$ cat src/rtl/fpu_cmp_pkg.sv
// Shared types and classification helper for the binary32 compare pipeline.
package fpu_cmp_pkg;

    typedef enum logic [1:0] {
        FCMP_FLE = 2'b00,
        FCMP_FLT = 2'b01,
        FCMP_FEQ = 2'b10
    } fcmp_op_e;

    localparam logic [7:0] EXP_ALL_ONES = 8'hFF;
    localparam int         QNAN_BIT     = 22;

    typedef struct packed {
        logic sign;
        logic is_zero;
        logic is_nan;
        logic is_snan;
        logic is_inf;
    } fp_class_t;

    function automatic fp_class_t fp_classify(input logic [31:0] x);
        fp_class_t c;
        logic      exp_ones;
        logic      mant_nz;
        exp_ones  = (x[30:23] == EXP_ALL_ONES);
        mant_nz   = |x[22:0];
        c.sign    = x[31];
        c.is_zero = ~|x[30:0];
        c.is_nan  = exp_ones & mant_nz;
        c.is_snan = exp_ones & mant_nz & ~x[QNAN_BIT];
        c.is_inf  = exp_ones & ~mant_nz;
        return c;
    endfunction

endpackage

$ cat src/rtl/fcmp_core.sv
// Combinational FEQ/FLT/FLE evaluation on pre-classified binary32 operands.
module fcmp_core
    import fpu_cmp_pkg::*;
(
    input  logic [1:0]  op_i,
    input  logic [31:0] x1_i,
    input  logic [31:0] x2_i,
    input  fp_class_t   c1_i,
    input  fp_class_t   c2_i,
    output logic        cmp_o,
    output logic        nv_o
);

    logic any_nan;
    logic any_snan;
    logic both_zero;
    logic eq;
    logic lt;

    always_comb begin
        any_nan   = c1_i.is_nan | c2_i.is_nan;
        any_snan  = c1_i.is_snan | c2_i.is_snan;
        both_zero = c1_i.is_zero & c2_i.is_zero;
        eq        = both_zero | (x1_i == x2_i)
                  | (c1_i.is_inf & c2_i.is_inf & (c1_i.sign == c2_i.sign));

        // Sign-magnitude order: {exp, mant} compares as unsigned, reversed when negative.
        if (both_zero)
            lt = 1'b0;
        else if (c1_i.sign != c2_i.sign)
            lt = c1_i.sign;
        else if (c1_i.sign)
            lt = (x1_i[30:0] > x2_i[30:0]);
        else
            lt = (x1_i[30:0] < x2_i[30:0]);

        cmp_o = 1'b0;
        nv_o  = 1'b0;
        case (fcmp_op_e'(op_i))
            FCMP_FEQ: begin
                cmp_o = ~any_nan & eq;
                nv_o  = any_snan;
            end
            FCMP_FLT: begin
                cmp_o = ~any_nan & lt;
                nv_o  = any_nan;
            end
            FCMP_FLE: begin
                cmp_o = ~any_nan & (lt | eq);
                nv_o  = any_nan;
            end
            default: ;
        endcase
    end

endmodule

$ cat src/rtl/fcmp_pipe.sv
// Two-stage valid/ready binary32 compare unit: S1 holds operands and class, S2 the result.
module fcmp_pipe
    import fpu_cmp_pkg::*;
#(
    parameter int TAG_W = 5
) (
    input  logic             clk,
    input  logic             rst,
    input  logic             in_valid,
    output logic             in_ready,
    input  logic [1:0]       in_op,
    input  logic [31:0]      in_x1,
    input  logic [31:0]      in_x2,
    input  logic [TAG_W-1:0] in_tag,
    output logic             out_valid,
    input  logic             out_ready,
    output logic [31:0]      out_y,
    output logic             out_nv,
    output logic [TAG_W-1:0] out_tag
);

    logic             s1_valid_q, s1_valid_d;
    logic [1:0]       s1_op_q;
    logic [31:0]      s1_x1_q;
    logic [31:0]      s1_x2_q;
    logic [TAG_W-1:0] s1_tag_q;
    fp_class_t        s1_c1_q;
    fp_class_t        s1_c2_q;

    logic             s2_valid_q, s2_valid_d;
    logic             s2_cmp_q;
    logic             s2_nv_q;
    logic [TAG_W-1:0] s2_tag_q;

    logic s2_ready;
    logic s1_load;
    logic s2_load;
    logic core_cmp;
    logic core_nv;

    assign s2_ready = !s2_valid_q || out_ready;
    assign in_ready = !s1_valid_q || s2_ready;
    assign s1_load  = in_valid && in_ready;
    assign s2_load  = s1_valid_q && s2_ready;

    always_comb begin
        s1_valid_d = s1_valid_q;
        s2_valid_d = s2_valid_q;
        if (in_ready)
            s1_valid_d = in_valid;
        if (s2_ready)
            s2_valid_d = s1_valid_q;
    end

    always_ff @(posedge clk) begin
        if (s1_load) begin
            s1_op_q  <= in_op;
            s1_x1_q  <= in_x1;
            s1_x2_q  <= in_x2;
            s1_tag_q <= in_tag;
            s1_c1_q  <= fp_classify(in_x1);
            s1_c2_q  <= fp_classify(in_x2);
        end
    end

    fcmp_core u_core (
        .op_i  (s1_op_q),
        .x1_i  (s1_x1_q),
        .x2_i  (s1_x2_q),
        .c1_i  (s1_c1_q),
        .c2_i  (s1_c2_q),
        .cmp_o (core_cmp),
        .nv_o  (core_nv)
    );

    always_ff @(posedge clk) begin
        if (rst) begin
            s1_valid_q <= 1'b0;
            s2_valid_q <= 1'b0;
            s2_cmp_q   <= 1'b0;
            s2_nv_q    <= 1'b0;
            s2_tag_q   <= '0;
        end else begin
            s1_valid_q <= s1_valid_d;
            s2_valid_q <= s2_valid_d;
            if (s2_load) begin
                s2_cmp_q <= core_cmp;
                s2_nv_q  <= core_nv;
                s2_tag_q <= s1_tag_q;
            end
        end
    end

    assign out_valid = s2_valid_q;
    assign out_y     = {31'b0, s2_cmp_q};
    assign out_nv    = s2_nv_q;
    assign out_tag   = s2_tag_q;

endmodule

$ cat config.mk
export PLATFORM = sky130hd
export DESIGN_NAME = fcmp_pipe
export DESIGN_NICKNAME = d
export VERILOG_FILES = /design/src/rtl/fpu_cmp_pkg.sv /design/src/rtl/fcmp_core.sv /design/src/rtl/fcmp_pipe.sv
export SDC_FILE = /design/constraint.sdc
export NUM_CORES = 1
export LEC_CHECK = 0
export ABC_AREA = 0
export CORE_MARGIN = 1.5
export CORE_UTILIZATION = 43
export DETAILED_ROUTE_END_ITERATION = 12
export GPL_TIMING_DRIVEN = 0
export PLACE_DENSITY = 0.88
export SYNTH_ARGS = -nofsm -noshare
export SYNTH_HDL_FRONTEND = slang
export SYNTH_SLANG_ARGS = --single-unit
$ cat constraint.sdc
create_clock -name clk -period 2.9 [get_ports clk]
set_input_delay 0.29 -clock clk [delete_from_list [all_inputs] [get_ports clk]]
set_output_delay 0.29 -clock clk [all_outputs]
set_load 0.03 [all_outputs]
Yosys cells after proc, flatten, opt, wreduce, memory -nomap -nowiden

Cells that the tools add are included.

Bits in registers: 90
Bits of input ports: 75
Output and inout bits: 40
Word-level logic and storage cells: 69

Magnitude comparators: 2
Eq/ne operators: 7
Multiplexer cells: 5
Bitwise logic cells: 22
Reductions and logical operators: 14

Operators by type and width:

| cell                                                            | count |
|---|---|
| 31-bit OR reduction                                             | 2 |
| 23-bit OR reduction                                             | 2 |
| 32-bit == test                                                  | 1 |
| 31-bit > comparator                                             | 1 |
| 31-bit < comparator                                             | 1 |
| 8-bit == test, second input constant                            | 2 |
| 1-bit bitwise AND                                               | 12 |
| 1-bit inverter                                                  | 5 |
| 1-bit OR                                                        | 5 |
| 1-bit logical NOT                                               | 4 |
| 1-bit two-way mux                                               | 3 |
| 1-bit one-hot mux with 3 select lines                           | 1 |
| 2-bit by 1-bit == test with 1-bit output, second input constant | 1 |
| 2-bit == test, second input constant                            | 1 |
| 1-bit logical AND                                               | 2 |
| 2-bit logical NOT                                               | 1 |
| 1-bit logical OR                                                | 2 |
| 1-bit one-hot mux with 2 select lines                           | 1 |
| 2-bit OR reduction                                              | 1 |
| 1-bit == test                                                   | 1 |
| 1-bit != test                                                   | 1 |

Logic depth before layout (Yosys ltp)

Depth in word-level cells: 7
Mapped depth: 8

Hierarchy

From an unflattened synthesis, not the netlist that was laid out.

Cells, all modules: 319
Area, all modules: 4105.2 um^2

Modules (own cells, without submodules):

| module    | times used | cells an instance | area an instance (um^2) |
|---|---|---|---|
| fcmp_pipe | 1          | 194               | 3209.3 |
| fcmp_core | 1          | 125               | 895.9 |

Least setup slack after synthesis

No wires, ideal clock.

Kind: register to register
Start point: register s2_valid_q, in the netlist out_valid
End point: register s1_c1_q[0] in the netlist's numbering (enable)
Arrival: 2.740 ns
Required time: 2.454 ns
Setup slack: -0.286 ns
Cell stages (with the launch flop): 4
Buffers on the path: 0
Period minus slack after synthesis: 3.186 ns
Cell sequence: dfxtp_1 nor2b_1 nand2_1 and2_1

Cells in the longest elaborated chain, start to end: 4

RTL lines:

| what                   | line            | source |
|---|---|---|
| start, declared        | fcmp_pipe.sv:30 | `logic s2_valid_q, s2_valid_d;` |
| start signal, assigned | fcmp_pipe.sv:85 | `s2_valid_q <= s2_valid_d;` |
| 1-bit logical NOT      | fcmp_pipe.sv:41 | `assign s2_ready = !s2_valid_q \|\| out_ready;` |
| 1-bit logical OR       | fcmp_pipe.sv:41 |  |
| 1-bit logical OR       | fcmp_pipe.sv:42 | `assign in_ready = !s1_valid_q \|\| s2_ready;` |
| via in_ready           | fcmp_pipe.sv:10 | `output logic in_ready,` |
| 1-bit logical AND      | fcmp_pipe.sv:43 | `assign s1_load = in_valid && in_ready;` |
| via s1_load            | fcmp_pipe.sv:36 | `logic s1_load;` |
| end signal, assigned   | fcmp_pipe.sv:61 | `s1_c1_q <= fp_classify(in_x1);` |
| end, declared          | fcmp_pipe.sv:27 | `fp_class_t s1_c1_q;` |

The timed path passes the listed nets, and every way through them passes these cells.
A chain may end at the register's enable or synchronous reset.

Worst setup path in the final report

Start point: register s1_x1_q[14]
End point: register s2_cmp_q

Cells in the longest elaborated chain, start to end: 7
Elaborated cells between the ends (all ways): 13
Classes of those cells: order compare (2); eq/ne (1); mux (4); bitwise (6)

RTL lines:

| what                                                              | line                             | source |
|---|---|---|
| start, declared                                                   | fcmp_pipe.sv:24                  | `logic [31:0] s1_x1_q;` |
| start signal, assigned                                            | fcmp_pipe.sv:58                  | `s1_x1_q <= in_x1;` |
| 31-bit < comparator / 31-bit > comparator (equally long branches) | fcmp_core.sv:35, fcmp_core.sv:33 |  |
| 1-bit two-way mux                                                 | fcmp_core.sv:32                  | `else if (c1_i.sign)` |
| 1-bit two-way mux                                                 | fcmp_core.sv:30                  | `else if (c1_i.sign != c2_i.sign)` |
| 1-bit two-way mux                                                 | fcmp_core.sv:28                  | `if (both_zero)` |
| 1-bit OR                                                          | fcmp_core.sv:49                  | `cmp_o = ~any_nan & (lt \| eq);` |
| 1-bit bitwise AND                                                 | fcmp_core.sv:49                  |  |
| 1-bit one-hot mux with 3 select lines (*)                         | fcmp_core.sv:39                  | `case (fcmp_op_e'(op_i))` |
| end signal, assigned                                              | fcmp_pipe.sv:87                  | `s2_cmp_q <= core_cmp;` |
| end, declared                                                     | fcmp_pipe.sv:31                  | `logic s2_cmp_q;` |

Mark *: on every way between the ends. The rest lies on a longest branch, timed or not.

==> flow_summary.json <==
{
  "clkPwrFrac_pct": 32.3,
  "r2r_cells": 7,
  "die_y_um": 100,
  "routed_wl_mm": 8.27,
  "rrSetupSlack_ns": 0.76,
  "p_int_w": 0.00213,
  "synth_warnings": 0,
  "vias": 2746,
  "period_minus_slack_ns": 2.14,
  "cp-end-kind": "flip-flop",
  "clk_pin_slew_ns": 0.08,
  "fillers": 756,
  "setup_violations": 0,
  "yosys_register_bits": 88,
  "synth_compound_area_share_pct": 6.32,
  "r2r-start": "s1_x1_q[14]$_DFFE_PP_",
  "reg2reg_to": "s2_cmp_q$_SDFFE_PP0P_",
  "startpoint_type": "flip-flop",
  "dr.pass1.iters": 4,
  "synth-async-reset-ratio_pct": 0,
  "syn_avg_cell_area_um2": 13.3,
  "grt_pass1_wl_mm": 12.7,
  "grt-ovfl-total": 0,
  "dp_slack_ns": 0.756,
  "grtUsageTotal_pct": 16.9,
  "ios": 115,
  "synth-edff-count": 79,
  "whs_path_depth": 2,
  "gp_congestion": 0.833,
  "peakVddDrop_v": 0.000360,
  "clk_latency_ns": 0.34,
  "synth_area_mm2": 0.00408,
  "holdPathEnd": "s1_valid_q$_SDFFE_PP0N_",
  "hold_viol": 0,
  "post-cts-setup-buffer-count": 0,
  "setup_ws_ns": 0.755,
  "synthSimpleGateAreaFrac_pct": 10.6,
  "min_path_type": "in -> reg",
  "cts_max_level": 3,
  "area_growth_pct": 32.1,
  "drv_slew": 0,
  "maxCapViolations": 0,
  "drt_iter0_drc": 147,
  "p_comb_share_pct": 14.5,
  "clock-sinks": 88,
  "swShare_pct": 23.4,
  "synth_cell_types": 40,
  "place_hpwl_mm": 6.40,
  "dieWidth_um": 100,
  "route.detailed.drc": 0,
  "pwr-share-seq_pct": 53.2,
  "post_dp_cell_area_mm2": 0.00517,
  "dieArea_mm2": 0.0101,
  "grt_pass1_vias": 2753,
  "yosysTopAreaCellShare_pct": 58.2,
  "p_switching_w": 0.000652,
  "final.setup.tns_ns": 0,
  "synth-xor-area-share_pct": 0.215,
  "start_util_pct": 44.3,
  "grt_max_degree": 46,
  "antenna_left": 0,
  "drive_above_1_share_pct": 13.5,
  "clock.fmax_mhz": 466,
  "synthCells": 307,
  "timing.setup.critical_path_class": "reg -> reg",
  "hold_buffers": 0,
  "yosysTopAreaCell": "edfxtp_1",
  "diodes": 0,
  "status": "complete, no violations",
  "hp-start": "rst",
  "wire_per_inst_um": 15.1,
  "port_buffers": 82,
  "worstPathArrival_ns": 2.38,
  "cp.required_ns": 3.13,
  "power_density_mw_per_mm2": 518,
  "final_nets": 537,
  "fin_crit_sh_pct": 74.0,
  "synth_area_leaders": "edfxtp_1 (58%), ha_1 (9.5%), buf_4 (6.3%), dfxtp_1 (4.4%), inv_1 (3.0%)",
  "fin_skew_ns": 0.00458,
  "synthAdderAreaFrac_pct": 9.52,
  "ctsRootBufferMaster": "clkbuf_8",
  "clk_path_buf_depth": 2,
  "p_leak_nw": 2.21,
  "cts-resized-gates": 0,
  "rows": 35,
  "synth_top_family_by_area": "simple AND/OR/NAND/NOR gates",
  "rsz0062_at_grt": "no",
  "antenna_found_initial": 0,
  "via_per_inst": 5.02,
  "ys.flop_type": "edfxtp_1",
  "cts_buffers": 9,
  "cts_tree": "done",
  "yosysSeqAreaShare_pct": 62.6,
  "synth_mux_area_share_pct": 1.23,
  "path_max_fanout": 3,
  "coreArea_mm2": 0.00920,
  "final_area_mm2": 0.00538
}
[final cells by class]
| cell class | instances | area, um2 | share of cell area (%) |
|---|---|---|---|
| sequential | 88 | 2550 | 47.4 |
| multi-input combinational | 181 | 1250 | 23.3 |
| timing repair buffer | 83 | 841 | 15.6 |
| buffer | 34 | 255 | 4.74 |
| tap | 111 | 139 | 2.58 |
| clock buffer | 10 | 128 | 2.37 |
| inverter | 34 | 128 | 2.37 |
| clock inverter | 6 | 83.8 | 1.56 |
[per-layer routing]
metal	vias to the layer above	track usage, %	wire, um
li1	1324	-	-
met1	1288	19.3	3330
met2	116	29.5	4240
met3	18	3.69	472
met4	0	9.53	225
met5	-	0	0
[cells in the final DEF (no fill, tap or decap), types with 2 or more instances in the layout]
master	Yosys	layout
nand3_1	6	6
and3_1	2	2
clkdlybuf4s50_1	0	82
ha_1	31	31
edfxtp_1	79	79
a21oi_1	14	14
nand2_1	8	8
dfxtp_1	9	9
bufinv_16	0	2
nor4_1	14	14
or2_2	2	2
o21ai_0	4	4
clkbuf_8	0	9
nand4_1	13	13
clkinv_1	0	2
inv_1	33	33
nor2_1	19	19
a2bb2oi_1	2	2
mux2i_1	5	5
buf_4	34	34
conb_1	1	31
nor3_1	8	8
[flip-flops by register name (all words and copies together), names as in the netlist, 2 cells and up]
name	flops
s1_x2_q	32
s1_tag_q	5
s1_op_q	2
out_tag	5
s1_c2_q	4
s1_c1_q	4
s1_x1_q	32
[stage by stage]
stage                     util [%]  instances  total power [W]  hold slack [ns]
after floorplan                  -        337          0.00173            0.389
after global placement        56.0        530          0.00189            0.460
after detailed placement      56.2        531          0.00191            0.470
after CTS                     58.5        547          0.00281            0.174
after global routing          58.5        547          0.00289            0.188
final                         58.5        547          0.00279            0.193
[power by group through the flow]
stage	sequential (W)	clock, W	combinational (W)
global placement	0.00151	0	0.000381
CTS	0.00148	0.000929	0.000404
global route	0.00149	0.000967	0.000439
detailed placement	0.00151	0	0.000401
floorplan	0.00151	0	0.000218
finish	0.00148	0.000901	0.000404
[kinds of logic after synthesis]
logic type / count (synthesis)
xor gates and xnor gates: 1
muxes: 5
AOI/OAI and AO/OA: 34
and+or+nand+nor: 79
adders and majority gates: 31
buffers and inverters: 68
other: 1
DFF: 88
[critical path, stage by stage (launching register included)]
cell       delay (ns)
edfxtp_1         0.39
ha_1             0.35
nand4_1          0.18
nor4_2           0.43
and2_1           0.21
a2bb2oi_1        0.19
o311a_2          0.21
o32ai_2          0.07
[worst max path at each step]
stage / depth (start not counted) / slack (ns) / from / end
after floorplan: 3 / 0.57 / out_valid$_SDFFE_PP0P_ / s1_c1_q[0]$_DFFE_PP_
after global placement: 4 / 0.21 / out_ready / s1_x2_q[24]$_DFFE_PP_
after detailed placement: 7 / 0.76 / s1_x1_q[14]$_DFFE_PP_ / s2_cmp_q$_SDFFE_PP0P_
after CTS: 7 / 0.72 / s1_x1_q[14]$_DFFE_PP_ / s2_cmp_q$_SDFFE_PP0P_
after global routing: 7 / 0.66 / s1_x1_q[14]$_DFFE_PP_ / s2_cmp_q$_SDFFE_PP0P_
final: 7 / 0.76 / s1_x1_q[14]$_DFFE_PP_ / s2_cmp_q$_SDFFE_PP0P_
[cells in the mapped netlist (2+ instances only)]
cell,number
a21oi_1,14
a2bb2oi_1,2
and2_1,2
and3_1,2
buf_4,34
dfxtp_1,9
edfxtp_1,79
ha_1,31
inv_1,33
mux2i_1,5
nand2_1,8
nand3_1,6
nand4_1,13
nor2_1,19
nor3_1,8
nor4_1,14
o21ai_0,4
or2_2,2
(Power assumes the default switching activity.)
